===== src/rtl/rr_arbiter_ctrl.sv =====
// Round-robin arbiter with hold-time preemption.
// Registered one-hot grant, binary id and change pulse.
module rr_arbiter_ctrl #(
  parameter int WIDTH    = 4,
  parameter int MAX_HOLD = 16
) (
  input  logic                     clk,
  input  logic                     rst,
  input  logic [WIDTH-1:0]         req,
  output logic [WIDTH-1:0]         grant,
  output logic                     grant_valid,
  output logic [$clog2(WIDTH)-1:0] grant_id,
  output logic                     grant_change
);

  localparam int IDW = $clog2(WIDTH);
  localparam int CW  = $clog2(MAX_HOLD) + 1;
  localparam int HOLD_LAST = (MAX_HOLD > 0) ? MAX_HOLD - 1 : 0;
  localparam logic [CW-1:0] HOLD_MAX = CW'(HOLD_LAST);

  typedef enum logic {IDLE, BUSY} state_t;

  state_t          state, state_n;
  logic [WIDTH-1:0] base, base_n;
  logic [WIDTH-1:0] grant_n;
  logic [CW-1:0]    hold_cnt, cnt_n;
  logic             change_n;
  logic [WIDTH-1:0] rot_grant;
  logic [WIDTH-1:0] cand;
  logic [WIDTH-1:0] sel_base;
  logic [WIDTH-1:0] pick;
  logic             release_now;

  // First set bit of r, scanning upward from the one-hot base b with wrap.
  function automatic logic [WIDTH-1:0] select(
    input logic [WIDTH-1:0] r,
    input logic [WIDTH-1:0] b
  );
    logic [WIDTH-1:0] res;
    logic             found;
    int               bi;
    int               idx;
    res   = '0;
    found = 1'b0;
    bi    = 0;
    for (int i = 0; i < WIDTH; i++)
      if (b[i]) bi = i;
    for (int k = 0; k < WIDTH; k++) begin
      idx = (bi + k) % WIDTH;
      if (!found && r[idx]) begin
        res[idx] = 1'b1;
        found    = 1'b1;
      end
    end
    return res;
  endfunction

  function automatic logic [IDW-1:0] to_idx(input logic [WIDTH-1:0] oh);
    logic [IDW-1:0] id;
    id = '0;
    for (int i = 0; i < WIDTH; i++)
      if (oh[i]) id = IDW'(i);
    return id;
  endfunction

  assign rot_grant = {grant[WIDTH-2:0], grant[WIDTH-1]};
  assign cand      = (state == IDLE) ? req : (req & ~grant);
  assign sel_base  = (state == IDLE) ? base : rot_grant;
  assign pick      = select(cand, sel_base);

  // Holder dropped, or held its full quota while someone else waits.
  assign release_now = ((req & grant) == '0) ||
                       ((MAX_HOLD != 0) && (hold_cnt == HOLD_MAX) &&
                        ((req & ~grant) != '0));

  // Next-state, next grant, base rotation and hold counting.
  always_comb begin
    state_n  = state;
    grant_n  = grant;
    base_n   = base;
    cnt_n    = hold_cnt;
    change_n = 1'b0;
    unique case (state)
      IDLE: begin
        if (req != '0) begin
          grant_n  = pick;
          state_n  = BUSY;
          cnt_n    = '0;
          change_n = 1'b1;
        end
      end
      BUSY: begin
        if (release_now) begin
          base_n = rot_grant;
          cnt_n  = '0;
          if (cand != '0) begin
            grant_n  = pick;
            change_n = 1'b1;
          end else begin
            grant_n = '0;
            state_n = IDLE;
          end
        end else if (hold_cnt != HOLD_MAX) begin
          cnt_n = hold_cnt + 1'b1;
        end
      end
      default: begin
        state_n = IDLE;
        grant_n = '0;
      end
    endcase
  end

  // State and registered outputs; reset parks base at index 0.
  always_ff @(posedge clk) begin
    if (rst) begin
      state        <= IDLE;
      base         <= WIDTH'(1);
      grant        <= '0;
      hold_cnt     <= '0;
      grant_valid  <= 1'b0;
      grant_id     <= '0;
      grant_change <= 1'b0;
    end else begin
      state        <= state_n;
      base         <= base_n;
      grant        <= grant_n;
      hold_cnt     <= cnt_n;
      grant_valid  <= |grant_n;
      grant_id     <= to_idx(grant_n);
      grant_change <= change_n;
    end
  end

endmodule


===== config.mk =====
export PLATFORM = sky130hd
export DESIGN_NAME = rr_arbiter_ctrl
export DESIGN_NICKNAME = d
export VERILOG_FILES = /design/src/rtl/rr_arbiter_ctrl.sv
export SDC_FILE = /design/constraint.sdc
export NUM_CORES = 1
export LEC_CHECK = 0
export ABC_AREA = 1
export ABC_CLOCK_PERIOD_IN_PS = 2240
export BUFFER_PORTS_ARGS = -buffer_cell sky130_fd_sc_hd__buf_2
export CAP_MARGIN = 20
export CORE_MARGIN = 2
export CORE_UTILIZATION = 45
export DETAILED_ROUTE_END_ITERATION = 8
export PLACE_DENSITY = 0.74
export SYNTH_ARGS = -nofsm -noshare
export SYNTH_HDL_FRONTEND = slang
export SYNTH_SLANG_ARGS = --single-unit

===== constraint.sdc =====
create_clock -name clk -period 2.24 [get_ports clk]
set_clock_uncertainty 0.2 [all_clocks]
set_input_delay 0.224 -clock clk [delete_from_list [all_inputs] [get_ports clk]]
set_output_delay 0.224 -clock clk [all_outputs]
set_load 0.02 [all_outputs]

======== Yosys cells after proc, flatten, opt, wreduce, memory -nomap -nowiden ========
Index checks and enable logic that the tools add are counted.
word-level totals
  bits in registers ....................... 18
cells by class
  add/subtract/negate cells ............... 4
  magnitude comparators ................... 8
  equal/unequal tests ..................... 4
  mux-type cells .......................... 49
  bitwise gates (word level) .............. 11
  reduce and logical (&&, ||, !) cells .... 23
operators by type and width
  kind                   count
  $add 32x3->32 const B  2
  $mux 4                 9
  $add 32x2->32 const B  1
  $mux 32                1
  $mux 1                 21
  $lt 3x4->1 const B     4
  $mux 5                 3
  $ge 3x1->1 const B     4
  $or 4x4->4             3
  $reduce_bool 4->1      3
  $pmux 5 s2             1
  $and 4x4->4            2
  $bmux 1 s2             4
  $demux 1 s2            4
  $logic_and 1x1->1      8
  $pmux 4 s2             1
  $reduce_or 2->1        4
  $mux 2                 3
  $add 5x1->5 const B    1
  $eq 5x4->1 const B     1
  $ne 5x4->1 const B     1
  $and 1x1->1            4
  $logic_not 4->1        1
  $not 4->4              1
  other kinds (8)        12

======== Longest topological paths before layout ========
  depth after elaboration ................. 25
  mapped depth ............................ 17

======== Least setup slack after synthesis ========
OpenSTA, ideal clock, no wires.
  kind .................................... flip-flop to flip-flop
  from .................................... register grant[2]
  to ...................................... register grant_valid
  data arrival time ....................... 2.030 ns
  required time ........................... 1.917 ns
  slack ................................... -0.113 ns
  stages on the path, launching flop included .. 14
  period minus slack after synthesis ...... 2.353 ns
  cell sequence ........................... dfxtp_1 > nand2_1 > clkinv_1 > a21oi_4 > nand2_2 > ha_1 > inv_1 > nand3_1 > nand2_2 > nor2_4 > nand3_1 > nand4_1 > a21oi_2 > nand3_1
between the ends
  word-level cells in the longest chain between the ends .. 20
  elaborated cells on any way between the ends .. 75
RTL lines
  item                                                    line  RTL
  start: declaration                                      10    output logic [WIDTH-1:0] grant,
  start signal: assignment                                127   grant <= grant_n;
  branches (longest 18 deep; another with $add 32x2->32)  -
  $pmux 4 s2 *                                            83    unique case (state)
  $reduce_or 4->1 *                                       129   grant_valid <= |grant_n;
  end signal: assignment                                  129
  end: declaration                                        11    output logic grant_valid,
Every way passes the cells marked *. The select of a mux whose other input is x is not followed.
A chain may end at the register's enable or synchronous reset.

======== Worst setup path in the final report ========
  from .................................... register state
  to ...................................... register grant_valid
between the ends
  word-level cells in the longest chain between the ends .. 21
  elaborated cells on any way between the ends .. 71
RTL lines
  item                                                            line  RTL
  start: declaration                                              23    state_t state, state_n;
  start signal: assignment                                        125   state <= state_n;
  $mux 4                                                          68    assign sel_base = (state == IDLE) ? base : rot_grant;
  $mux 1                                                          47    if (b[i]) bi = i;
  $mux 2                                                          47
  $mux 32                                                         47
  $add 32x2->32, or another cell as far along                     49    idx = (bi + k) % WIDTH;
  $reduce_or 2->1 (no line), or another cell as far along         -
  $and 1x1->1 (no line), or another cell as far along             -
  $lt 3x4->1 (not written as such), or another cell as far along  51    res[idx] = 1'b1;
  (+5 left out)                                                   -
  $or 4x4->4 (no line) or $mux 1 (tied branches)                  -
  $mux 4 or $logic_not 1->1 (tied branches)                       50    if (!found && r[idx]) begin
  $or 4x4->4 (no line) or $logic_and 1x1->1 (tied branches)       -
  $mux 4                                                          50
  $mux 4                                                          96    if (cand != '0) begin
  $mux 4                                                          93    if (release_now) begin
  $pmux 4 s2 *                                                    83
  $reduce_or 4->1 *                                               129
Every way passes the cells marked *; elsewhere a longest branch is shown, timed or not. The select of a mux whose other input is x is not followed.

==> PnR_summary.wiki <==
{| class="wikitable"
! Metric !! Value
|-
| Run status || finished clean
|-
| Pre-Repair DR Iteration Count || 4
|-
| First-pass GRT wire length || around 5100 µm
|-
| Fin Hold WS || about 0.017 ns
|-
| Post-synthesis to final-layout area growth || 34.39%
|-
| Part of the power in combinational logic || roughly two thirds
|-
| Vias in the first global route || 1224
|-
| Post-synth top area share || about 28%
|-
| Worst slew slack as a fraction of its limit || between 70% and 80%
|-
| Post-layout min period || 2.229 ns
|-
| Pins over their slew limit || 0
|-
| Most common library cells after synthesis || nand2_1 (45), nand3_1 (31), inv_1 (29)
|-
| Number of design-rule violations left by the first detailed-router iteration || 43
|-
| Unrepaired setup endpoints after global routing || yes
|-
| Data required time at the worst endpoint || ~2.3 ns
|-
| Register area share after synthesis || ~28%
|-
| Overflow left after global routing || 0
|-
| # setup viols final || 0
|-
| Clock share of power || 9.0%
|-
| Number of warning messages in the yosys log || 0
|-
| Number of register bits inferred by synthesis || 17
|-
| Root buffer selected by CTS || clkbuf_4
|-
| Total die area || roughly 3200 µm²
|-
| Horizontal die dimension || between 50 and 60 µm
|-
| Path class of the lowest-slack min-delay path || primary input to register
|-
| Routed vias || about 1400
|-
| Port Buf Inserts || 13
|-
| ANT cells || 0
|-
| Clock tree from TritonCTS || yes
|-
| Share of cells above drive strength 1 || between 30% and 40%
|-
| # hold bufs at CTS || 0
|-
| Post-route DRC violation count || 0
|-
| Maximum vdd ir drop || 0.8427 mV
|-
| Initial antenna violation count || 0
|-
| Dominant synthesized flop cell || dfxtp_1
|-
| Average instance area after synthesis || roughly 6.4 µm²
|-
| Register area || roughly 350 µm²
|-
| TritonCTS Buffers || 3
|-
| I/O pin count || 14
|-
| Initial Util || between 40% and 50%
|-
| Deepest level of the CTS H-tree || 1
|-
| Critical path peak fanout || 8
|-
| Cell taking the most area after synthesis || dfxtp_1
|-
| Avg WL per Cell || 12.86 µm
|-
| Leakage power figure || just under 0.8 nW
|-
| Number of placed cells counting well taps || ~250
|-
| Clock-pin slew of the registers on the worst-case setup and hold paths || around 0.11 ns
|-
| Most used standard cell by instance count after synthesis || nand2_1
|-
| Worst reg2reg startpoint || state
|-
| Largest buffer count on any clock path || 2
|-
| Worst Setup End Kind || register
|-
| Final ANT Viol Nets || 0
|-
| Fmax || between 400 and 500 MHz
|-
| Hold worst-path end || state
|-
| Number of cells on the worst hold path || 3
|-
| Final Cycle Share || between 90% and 100%
|-
| Final number of hold-violating endpoints || 0
|-
| Most area-consuming cells after synthesis || dfxtp_1 (28%), nand2_1 (14%), nand3_1 (13%)
|-
| Data arrival time of the critical path || ~2.3 ns
|-
| Final routed wirelength across all metal layers || 3266 µm
|-
| Synthesized Nets || a little over 200
|-
| FILL cells || ~220
|-
| Part of the total power dissipated in sequential elements || 22.6%
|-
| Slack of the worst reg-to-reg path || about 0.011 ns
|-
| Post-detailed-route via-to-cell ratio || 5.323
|-
| Non-filler cells in the finished layout || 254
|-
| Number of placement rows || 18
|-
| Synth Instances || ~190
|-
| Global Route Usage Sum || between 10% and 20%
|-
| Number of library cell types mapped by synthesis || 26
|-
| Clock sinks || 17
|-
| Clk_lat worst skew || about 0.29 ns
|-
| Fraction of power spent switching nets || 50.37%
|-
| Netlist Area Pre-Place || between 1000 and 1500 µm²
|-
| Critical register-to-register path endpoint || grant_valid
|-
| Total area of multi-input combinational cells || between 800 and 900 µm²
|-
| Measured slew at the worst slew-check pin || 0.3588 ns
|-
| Int Power || between 0.0009 and 0.001 W
|-
| Number of flops mapped to enable cells by yosys || 0
|-
| Switching power summed over all nets || 0.0009289 W
|-
| Startpoint of the tightest hold check path || req[1]
|-
| Core footprint || ~2500 µm²
|-
| GP Congestion || slightly below 0.9
|-
| Vert. Die Dim || between 50 and 60 µm
|-
| Type of the setup path with the least slack || register to register
|-
| Total power density per cell area || 1119 nW/µm²
|-
| Post-synth ARST share || 0%
|-
| Max cap viols || 0
|-
| Placed wire-length estimate after detailed placement || 2423 µm
|-
| Final-stage net count || 240
|-
| Critical path launch point type || register
|-
| Reg2reg path depth || 13
|-
| Largest net degree at the start of global routing || 12
|}
==> metrics by stage <==
stage | setup slack (ns) | power (W) | cell area [µm²] | setup TNS, ns | util [%]
6_report | 0.01070 | 0.001844 | 1648 | 0 | 65.33
5_1_grt | -0.1034 | 0.001997 | 1648 | -0.3918 | 65.33
4_1_cts | 0.002769 | 0.001650 | 1498 | 0 | 59.38
2_1_floorplan | 0.01461 | 0.001176 | 1259 | 0 | -
3_5_place_dp | -0.06346 | 0.001473 | 1448 | -0.1792 | 57.39
3_3_place_gp | -0.03490 | 0.001436 | 1448 | -0.06108 | 57.39
==> power by group through the flow <==
stage	logic [W]	registers, W	clock network (W)
final	0.00126	0.000416	0.000166
after global routing	0.00139	0.000422	0.000190
after CTS	0.00107	0.000410	0.000171
after detailed placement	0.00106	0.000416	0
after global placement	0.00102	0.000415	0
after floorplan	0.000708	0.000468	0
==> worst max path at each step <==
stage | start | endpoint | slack (ns)
3_3_place_gp | state | grant_valid | -0.03
3_5_place_dp | state | grant_valid | -0.06
5_1_grt | state | grant_valid | -0.10
2_1_floorplan | grant[2] | grant_valid | 0.01
6_report | state | grant_valid | 0.01
4_1_cts | state | grant_valid | 0.003
==> what timing repair did <==
item,in CTS,in global routing
endpoints found under the setup margin,5,15
gates resized for setup,3,39
setup buffers,2,2
pin swaps,3,14
gates cloned,0,0
==> routing by layer <==
metal	part of all wire, %	wire [µm]	track usage, %
met1	47	1522	26.85
met5	0	0	0
met2	47	1544	32.77
met3	6.1	199	5.116
met4	0	0	3.061
==> flip-flops by register name, indices dropped and copies added (netlist names) <==
register and cells:
hold_cnt 5, grant 4, base 3, grant_id 2, grant_change 1, grant_valid 1, state 1
==> cells in the final DEF (no fill, tap or decap), types with 3 or more instances in the layout <==
master | synthesis | routed
nand2_1 | 45 | 38
inv_1 | 29 | 26
nand3_1 | 31 | 24
nor2_1 | 22 | 18
buf_2 | 0 | 13
buf_4 | 0 | 13
dfxtp_1 | 17 | 12
nand2_2 | 8 | 10
nand2_4 | 1 | 6
nand3_2 | 0 | 6
ha_1 | 9 | 6
inv_4 | 0 | 4
nor2_4 | 2 | 4
a21oi_1 | 5 | 4
nand4_1 | 3 | 3
nor2_2 | 1 | 3
clkbuf_4 | 0 | 3
dfxtp_2 | 0 | 3
==> cell type report <==
cell class	count	area share, %
Multi-Input combinational cell	142	54.52
Sequential cell	17	21.34
Timing Repair Buffer	29	12.15
Inverter	32	7.897
Tap cell	30	2.278
Clock buffer	3	1.367
Clock inverter	1	0.4556
==> cell families after synthesis <==
group | after synthesis | share of synthesized area, %
adder cells (fa/ha/maj) | 9 | 9.184
flip-flops | 17 | 27.76
AO/OA/AOI/OAI | 15 | 8.265
buffers and inverters | 33 | 10.10
XOR/XNOR | 1 | 0.7144
AND/OR/NAND/NOR | 117 | 43.98
==> critical path, cell delays in order, from the launching register on <==
cell	delay [ns]
dfxtp_4	0.44
inv_4	0.07
a21oi_4	0.22
buf_6	0.16
nand3_1	0.13
nand3_1	0.14
nand2_2	0.11
nor2_4	0.24
nand3_1	0.14
nand3_1	0.10
nand2_1	0.05
nand2_1	0.08
nor2_1	0.04
nand3_1	0.07
No activity file was read; power rests on OpenSTA's default activity.
